## config.mk

```make
export PLATFORM = sky130hd
export DESIGN_NAME = udp_frame_builder
export DESIGN_NICKNAME = d
export VERILOG_FILES = /design/src/rtl/udp_frame_builder.sv
export SDC_FILE = /design/constraint.sdc
export NUM_CORES = 1
export LEC_CHECK = 0
export BUFFER_PORTS_ARGS = -buffer_cell sky130_fd_sc_hd__buf_2
export CORE_MARGIN = 5
export CORE_UTILIZATION = 39
export DETAILED_ROUTE_END_ITERATION = 10
export SLEW_MARGIN = 20
export SYNTH_ARGS = -nofsm -noshare
export SYNTH_HDL_FRONTEND = slang
export SYNTH_SLANG_ARGS = --single-unit
```

## constraint.sdc

```tcl
create_clock -name clk -period 9.27 [get_ports clk]
set_input_delay 0.4635 -clock clk [delete_from_list [all_inputs] [get_ports clk]]
set_output_delay 0.4635 -clock clk [all_outputs]
set_load 0.03 [all_outputs]
```

## src/rtl/udp_frame_builder.sv

```systemverilog
// Captures one UDP payload burst, computes the IPv4 header checksum and streams an
// Ethernet II + IPv4 + UDP frame (no FCS) to the MAC. Optional macro: FRAME_PAD_EN.
module udp_frame_builder #(
  parameter logic [47:0] DST_MAC     = 48'hFFFFFFFFFFFF,
  parameter logic [47:0] SRC_MAC     = 48'h020000000001,
  parameter logic [31:0] SRC_IP      = 32'hC0A8010A,
  parameter logic [31:0] DST_IP      = 32'hC0A80164,
  parameter logic [15:0] SRC_PORT    = 16'd1234,
  parameter logic [15:0] DST_PORT    = 16'd5678,
  parameter logic [7:0]  TTL         = 8'd64,
  parameter int          MAX_PAYLOAD = 64
) (
  input  logic       clk,
  input  logic       rst_n,
  input  logic [7:0] udp_data,
  input  logic       udp_valid,
  output logic [7:0] tx_data,
  output logic       tx_valid,
  output logic       tx_last,
  input  logic       tx_ready,
  output logic       busy,
  output logic       drop
);
  localparam int          AW      = (MAX_PAYLOAD > 1) ? $clog2(MAX_PAYLOAD) : 1;
  localparam logic [15:0] HDR_LEN = 16'd42;
  localparam logic [15:0] MAX_LEN = 16'(MAX_PAYLOAD);

  typedef enum logic [2:0] {
    S_IDLE,
    S_CAPTURE,
    S_CSUM,
    S_HDR,
`ifdef FRAME_PAD_EN
    S_PAD,
`endif
    S_PAYLOAD
  } state_t;

  state_t         r_state, w_state_nxt, w_tx_state;
  logic [7:0]     r_buf [MAX_PAYLOAD];
  logic [15:0]    r_len, w_len_nxt;
  logic [3:0]     r_cnt, w_cnt_nxt;
  logic [19:0]    r_sum, w_sum_nxt, w_sum_acc;
  logic [15:0]    r_csum, w_csum_nxt;
  logic [15:0]    r_idx, w_idx_nxt;
  logic [7:0]     r_tx_data, w_tx_data_nxt;
  logic           r_tx_valid, w_tx_valid_nxt;
  logic           r_tx_last, w_tx_last_nxt;
  logic           r_busy, w_busy_nxt;
  logic           r_drop, w_drop_nxt;
  logic           r_skip, w_skip_nxt;
  logic           w_wr_en;
  logic [AW-1:0]  w_wr_addr, w_pay_off;
  logic [15:0]    w_tot, w_udp, w_pay_end, w_frame_len, w_sel;
  logic [335:0]   w_hdr, w_hdr_sh;
  logic [7:0]     w_byte;

  function automatic logic [15:0] ip_word(input logic [3:0] i, input logic [15:0] tot);
    case (i)
      4'd0:    ip_word = 16'h4500;
      4'd1:    ip_word = tot;
      4'd2:    ip_word = 16'h0000;
      4'd3:    ip_word = 16'h4000;
      4'd4:    ip_word = {TTL, 8'h11};
      4'd5:    ip_word = 16'h0000;
      4'd6:    ip_word = SRC_IP[31:16];
      4'd7:    ip_word = SRC_IP[15:0];
      4'd8:    ip_word = DST_IP[31:16];
      4'd9:    ip_word = DST_IP[15:0];
      default: ip_word = 16'h0000;
    endcase
  endfunction

  // Ten 16-bit words sum below 2^20, so two end-around folds always suffice.
  function automatic logic [15:0] csum_fold(input logic [19:0] s);
    logic [16:0] t;
    t = {1'b0, s[15:0]} + {13'd0, s[19:16]};
    csum_fold = ~(t[15:0] + {15'd0, t[16]});
  endfunction

  assign w_tot     = 16'd28 + r_len;
  assign w_udp     = 16'd8 + r_len;
  assign w_pay_end = HDR_LEN + r_len;
`ifdef FRAME_PAD_EN
  assign w_frame_len = (w_pay_end < 16'd60) ? 16'd60 : w_pay_end;
`else
  assign w_frame_len = w_pay_end;
`endif
  assign w_sum_acc = r_sum + {4'd0, ip_word(r_cnt, w_tot)};
  assign w_hdr = {DST_MAC, SRC_MAC, 16'h0800, 16'h4500, w_tot, 16'h0000, 16'h4000,
                  TTL, 8'h11, r_csum, SRC_IP, DST_IP, SRC_PORT, DST_PORT, w_udp, 16'h0000};
  // Index of the byte to load next: byte 0 when leaving CSUM, else the successor.
  assign w_sel     = (r_state == S_CSUM) ? 16'd0 : r_idx + 16'd1;
  assign w_hdr_sh  = w_hdr << {w_sel, 3'b000};
  assign w_pay_off = AW'(w_sel - HDR_LEN);
  assign w_byte    = (w_sel < HDR_LEN) ? w_hdr_sh[335:328] :
                     (w_sel < w_pay_end) ? r_buf[w_pay_off] : 8'h00;

  // Frame section that the next loaded byte belongs to
  always_comb begin
    if (w_sel < HDR_LEN) begin
      w_tx_state = S_HDR;
`ifdef FRAME_PAD_EN
    end else if (w_sel >= w_pay_end) begin
      w_tx_state = S_PAD;
`endif
    end else begin
      w_tx_state = S_PAYLOAD;
    end
  end

  // Next-state and datapath update
  always_comb begin
    w_state_nxt    = r_state;
    w_len_nxt      = r_len;
    w_cnt_nxt      = r_cnt;
    w_sum_nxt      = r_sum;
    w_csum_nxt     = r_csum;
    w_idx_nxt      = r_idx;
    w_tx_data_nxt  = r_tx_data;
    w_tx_valid_nxt = r_tx_valid;
    w_tx_last_nxt  = r_tx_last;
    w_busy_nxt     = r_busy;
    w_drop_nxt     = 1'b0;
    w_skip_nxt     = r_skip;
    w_wr_en        = 1'b0;
    w_wr_addr      = '0;
    case (r_state)
      S_IDLE: begin
        if (udp_valid && r_skip) begin
          w_drop_nxt = 1'b1;
        end else if (udp_valid) begin
          w_wr_en     = 1'b1;
          w_len_nxt   = 16'd1;
          w_busy_nxt  = 1'b1;
          w_state_nxt = S_CAPTURE;
        end else begin
          w_skip_nxt = 1'b0;
        end
      end
      S_CAPTURE: begin
        if (udp_valid) begin
          if (r_len < MAX_LEN) begin
            w_wr_en   = 1'b1;
            w_wr_addr = AW'(r_len);
            w_len_nxt = r_len + 16'd1;
          end else begin
            w_drop_nxt = 1'b1;
          end
        end else begin
          w_cnt_nxt   = 4'd0;
          w_sum_nxt   = 20'd0;
          w_state_nxt = S_CSUM;
        end
      end
      S_CSUM: begin
        w_drop_nxt = udp_valid;
        w_skip_nxt = udp_valid;
        if (r_cnt == 4'd9) begin
          w_csum_nxt     = csum_fold(w_sum_acc);
          w_idx_nxt      = 16'd0;
          w_tx_data_nxt  = w_byte;
          w_tx_valid_nxt = 1'b1;
          w_tx_last_nxt  = 1'b0;
          w_state_nxt    = S_HDR;
        end else begin
          w_cnt_nxt = r_cnt + 4'd1;
          w_sum_nxt = w_sum_acc;
        end
      end
      S_HDR,
`ifdef FRAME_PAD_EN
      S_PAD,
`endif
      S_PAYLOAD: begin
        w_drop_nxt = udp_valid;
        w_skip_nxt = udp_valid;
        if (r_tx_valid && tx_ready && r_tx_last) begin
          w_tx_data_nxt  = 8'h00;
          w_tx_valid_nxt = 1'b0;
          w_tx_last_nxt  = 1'b0;
          w_busy_nxt     = 1'b0;
          w_state_nxt    = S_IDLE;
        end else if (r_tx_valid && tx_ready) begin
          w_idx_nxt     = w_sel;
          w_tx_data_nxt = w_byte;
          w_tx_last_nxt = (w_sel == w_frame_len - 16'd1);
          w_state_nxt   = w_tx_state;
        end else begin
          w_tx_data_nxt = r_tx_data;
        end
      end
      default: begin
        w_tx_valid_nxt = 1'b0;
        w_tx_last_nxt  = 1'b0;
        w_busy_nxt     = 1'b0;
        w_state_nxt    = S_IDLE;
      end
    endcase
  end

  // Payload buffer write port
  always_ff @(posedge clk) begin
    if (w_wr_en) r_buf[w_wr_addr] <= udp_data;
  end

  // State and output registers
  always_ff @(posedge clk) begin
    if (!rst_n) begin
      r_state    <= S_IDLE;
      r_len      <= 16'd0;
      r_cnt      <= 4'd0;
      r_sum      <= 20'd0;
      r_csum     <= 16'd0;
      r_idx      <= 16'd0;
      r_tx_data  <= 8'h00;
      r_tx_valid <= 1'b0;
      r_tx_last  <= 1'b0;
      r_busy     <= 1'b0;
      r_drop     <= 1'b0;
      r_skip     <= 1'b0;
    end else begin
      r_state    <= w_state_nxt;
      r_len      <= w_len_nxt;
      r_cnt      <= w_cnt_nxt;
      r_sum      <= w_sum_nxt;
      r_csum     <= w_csum_nxt;
      r_idx      <= w_idx_nxt;
      r_tx_data  <= w_tx_data_nxt;
      r_tx_valid <= w_tx_valid_nxt;
      r_tx_last  <= w_tx_last_nxt;
      r_busy     <= w_busy_nxt;
      r_drop     <= w_drop_nxt;
      r_skip     <= w_skip_nxt;
    end
  end

  assign tx_data  = r_tx_data;
  assign tx_valid = r_tx_valid;
  assign tx_last  = r_tx_last;
  assign busy     = r_busy;
  assign drop     = r_drop;
endmodule
```

; ---- Word level (Yosys, flattened, before mapping)
; Memories as Yosys holds them, arrays and structs flattened.
; Index checks and enable logic that the tools add are counted.
; Widths: inputs -> output; s select.
[totals]
reg_bits = 88
ramBits = 512
memories = 1
[memory_table]
columns = name, depth, width, rd, rd_ports_with_merged_regs, write_ports, line
row1 = r_buf, 64, 8, 1, 0, 1, 40  ; logic [7:0] r_buf [MAX_PAYLOAD];
[classes]
addsub = 11
n_lt_le_gt_ge = 3
eq_ne = 24
shift = 1
muxes = 58
bitwise = 3
reduce_logical = 24
[op_table]
columns = cell, count
row1 = $shl 336x19->336, 1
row2 = $mux 16, 8
row3 = $pmux 16 s7, 1
row4 = $pmux 16 s2, 2
row5 = $mux 20, 2
row6 = $mux 8, 5
row7 = $pmux 20 s2, 1
row8 = $add 16x1->16 const B, 2
row9 = $mux 3, 7
row10 = $add 20x16->20, 1
row11 = $ne 2x2->1 const B, 10
row12 = $mux 1, 18
row13 = $mux 6, 3
row14 = $add 16x4->17, 1
row15 = $add 16x1->16, 1
row16 = $add 4x16->16 const A, 1
row17 = $add 5x16->16 const A, 1
row18 = $add 6x16->16 const A, 1
row19 = $eq 16x16->1, 1
row20 = $lt 16x16->1, 1
row21 = $lt 16x6->1 const B, 1
row22 = $lt 16x7->1 const B, 1
row23 = $not 16->16, 1
row24 = $pmux 8 s2, 1
row25 = other kinds (28), 52

; ---- Logic depth before layout (Yosys ltp)
; An unclocked memory read counts as a cell.
[logic_depth]
depth_word = 9
mapped_depth = 34
ltp_nobuf = 32

; ---- Worst setup path after synthesis
; Ideal clock, no wire load.
[synth_timing]
path_type = reg-to-reg
startpoint = reg r_len[4]
endpoint = reg r_csum[4]
setup_ns = 0.086
arrival_time_ns = 7.056
t_required_ns = 9.184
slack_ns = 2.129
path_stages_with_launch = 35
cell_sequence = dfxtp_1 > clkbuf_1 > inv_1 > ha_1 > a21boi_0 > nor2_1 > xor2_1 > a21boi_0 > o21ai_0 > ha_1 > a21o_1 > or3_1 > nor3_1 > o21bai_1 > a221o_1 > a21o_1 > a21o_1 > xor2_1 > ha_1 > fa_1 > a21oi_1 > nand2_1 > a31oi_4 > nor2_4 > nand3_1 > a211oi_1 > ha_1 > ha_1 > and2_1 > clkbuf_1 > nand2_1 > o21ai_0 > a211oi_1 > xnor2_1 > a211oi_1
[synth_via]
elab_chain_cells = 6
[synth_rtl]
columns = element, line
row1 = from (decl), 41  ; logic [15:0] r_len, w_len_nxt;
row2 = from (signal assigned), 224  ; r_len <= w_len_nxt;
row3 = $add 5x16->16, 81  ; assign w_tot = 16'd28 + r_len;
row4 = $pmux 16 s7, 59  ; case (i)
row5 = $add 20x16->20, 89  ; assign w_sum_acc = r_sum + {4'd0, ip_word(r_cnt, w_tot)};
row6 = $add 16x4->17, 77  ; t = {1'b0, s[15:0]} + {13'd0, s[19:16]};
row7 = $add 16x1->16, 78  ; csum_fold = ~(t[15:0] + {15'd0, t[16]});
row8 = $not 16->16, 78
row9 = to (signal assigned), 227  ; r_csum <= w_csum_nxt;
row10 = to (decl), 44  ; logic [15:0] r_csum, w_csum_nxt;
; No other way between the ends.
; A chain may end at the register's enable or synchronous reset.

; ---- Worst setup path after layout
; Same ends and word-level chain as after synthesis.

==> impl_results.md <==
- Max Buffers Root-to-Sink: 3
- # rows: 100
- Worst-margin pin slew: 1.01 ns
- RSZ-0062 raised after global routing: no
- Post-detail-place hpwl: roughly 49000 µm
- GRT Residual Overflow: 0
- Synth area leaders: edfxtp_1 (53%), dfxtp_1 (6.0%), nand2_1 (4.6%)
- Crit. End Element: flip-flop
- Final Cycle Share: a little under nine tenths
- Max Cap Violations: 0
- Final non-filler cell total: between 3000 and 4000
- CTS HTree Levels: 2
- Worst R2R Path Depth: 32
- Crit-path slowest cell: dfxtp_1
- Drt via density: 5.77
- First-pass GRT wire length: between 100000 and 150000 µm
- Number of detailed-route iterations in the first pass: 7
- LEAKAGE: between 10 and 15 nW
- Number of distinct library cells after synthesis: between 100 and 150
- Reg clk slew, reported paths: ~0.06 ns
- Synth Register Bits: 600
- FMAX: 126 MHz
- Number of global-route vias before repair: 19300
- Largest area contributor in the netlist: edfxtp_1
- Die area: about 80000 µm²
- Final Skew: ~0.055 ns
- Status: completed
- TritonCTS clock tree: built
- Starting DRC count in detailed routing: ~2000
- # port buffers: 23
- Net Count, Synth: between 2000 and 3000
- GP Congestion: between 0.9 and 1
- Crit-path max FO: 16
- Mapped Area: about 29000 µm²
- Clock sink total: 600
- Layout cells sized above 1: 9.50%
- Antenna violations before repair: 1
- IR drop worst, VDD: 168 µV
- Core ar.: between 70000 and 80000 µm²
- Most frequent cells after synthesis: edfxtp_1 (512), nand2_1 (358), nor2_1 (213)
- # setup viols final: 0
- Worst rel slew slack: between 30% and 40%
- Cts repair resizes: 0
- Post-DP Area: 30100 µm²
- Power Dens Cells: roughly 210 nW/µm²
- Area growth syn-to-layout: 10.1%
- Clk Latency, worst-skew pair: 0.66 ns
- Final Instance Area: ~32000 µm²
- Global Route Usage Sum: between 10% and 20%
- DRC: 0
- Initial core utilization: approximately 40%
- Post-synth top area share: between 50% and 60%
- # IOs: 24
- Sequential fraction of the synthesis area: between 50% and 60%
- Crit path launch type: flip-flop
- Main flop type after synthesis: edfxtp_1
- YS warnings: 0
- Number of flops mapped to enable cells by yosys: between 500 and 600
- CP max stage delay: 0.75 ns
- Critical path arrival: ~8.5 ns
- Post-layout min period: ~8 ns
- Post-Syn Instances: roughly 2500
- Setup CP Type: reg -> reg
- # nets final: between 2000 and 3000
- Max-slew violation total from the final report: 0
- WL/cell: about 22 µm
- Largest net degree at the start of global routing: approximately 170
- Hold Vio Cnt, Final: 0
- FFs w/ async S/R, synth: 0%
- Cts-stage hold buffer count: 0
- Critical Path RT: 9.82 ns
- Hold Crit Class: in -> reg
- Total Wirelength: roughly 76000 µm
- Setup TNS: 0 ns
- Placed insts: 3383
- Hold Path Depth: 2
- Die width: roughly 280 µm
- Die Span Y: 283 µm
- Power Total: roughly 6.8 mW
- Most frequent cell after synthesis: edfxtp_1
- DR vias: 20200
- Syn_area_per_cell: ~12 µm²
- DRT antenna net count: 0
- CTS Buf Count: 61
- Number of post-CTS setup repair buffers: 0
- Hold slack: ~0.2 ns
- Critical Path Most Common Cell: ha_1
- Root Buffer: clkbuf_16
==> through the flow <==
step           setup slack [ns]  util [%]
2_1_floorplan              2.13         -
3_3_place_gp               1.45      40.6
3_5_place_dp               1.37      40.6
4_1_cts                    1.41      43.2
5_1_grt                   0.548      43.2
6_report                   1.31      43.2
==> cells by family (layout without fill, tap and decap cells) <==
family | count (synthesis) | count (layout) | share of synthesized area, %
simple gates | 896 | 896 | 14.4
compound gates | 603 | 603 | 14.6
fa+ha+maj | 56 | 56 | 2.46
xor+xnor | 112 | 112 | 3.46
flops | 600 | 600 | 58.8
buf+inv | 193 | 196 | 2.64
mux | 62 | 62 | 3.61
other cells | 0 | 1 | 0
==> layer usage <==
layer	wire length (µm)	vias to the layer above	GRT usage, %
met5	0	-	0
met4	1780	0	4.51
met3	4690	114	2.85
met2	35100	715	29.4
met1	34500	9938	26.2
li1	-	9384	-
==> where the power goes <==
part	switching (mW)	internal [mW]	leakage [nW]	total (mW)
Clock	1.05	1.37	0.951	2.41
Sequential	0.0528	2.98	5.32	3.03
Combinational	0.950	0.432	4.16	1.38
Total	2.05	4.77	10.4	6.82
==> critical path, delay by kind of cell, from the launching register on <==
kind / cells / cell delay, ns
AOI/OAI and AO/OA: 14 / 3.36
adders and majority gates: 6 / 1.68
and+or+nand+nor: 8 / 1.47
DFF: 1 / 0.75
xor gates and xnor gates: 3 / 0.44
buffers and inverters: 1 / 0.21
==> worst paths after layout <==
path | startpoint | to | slack (ns)
max reg2reg | r_len[4] | r_csum[4] | 1.31
min | udp_valid | drop | 0.19
min reg2reg | r_sum[0] | r_sum[0] | 0.47
max | r_len[4] | r_csum[4] | 1.31
==> layout by cell type, fill, tap and decap left out, types with 32 or more instances in the layout <==
master / count
a21oi_1: 71
xor2_1: 45
o21ai_0: 65
nand2_1: 357
clkbuf_16: 61
edfxtp_1: 512
nor2_1: 212
a211oi_1: 148
nor3_1: 32
a31oi_1: 143
dfxtp_1: 87
ha_1: 53
nand3_1: 44
xnor2_1: 63
nor2b_1: 137
mux4_2: 33
==> flip-flops by register name, indices dropped and copies added, names as in the netlist <==
register and flops:
r_skip 1, drop 1, tx_last 1, tx_valid 1, r_sum 20, r_state 3
tx_data 8, r_cnt 4, busy 1, r_len 16, r_buf 512, r_csum 16
r_idx 16
==> area by class of cell <==
type / instances / area (µm²)
clock inverter: 33 / 369
fill: 6827 / 42100
antenna: 1 / 2.50
sequential: 600 / 17100
inverter: 32 / 123
multi-input combinational: 1729 / 11300
timing repair buffer: 53 / 353
clock buffer: 78 / 1600
tap: 969 / 1210
No activity file was read; power rests on OpenSTA's default activity.
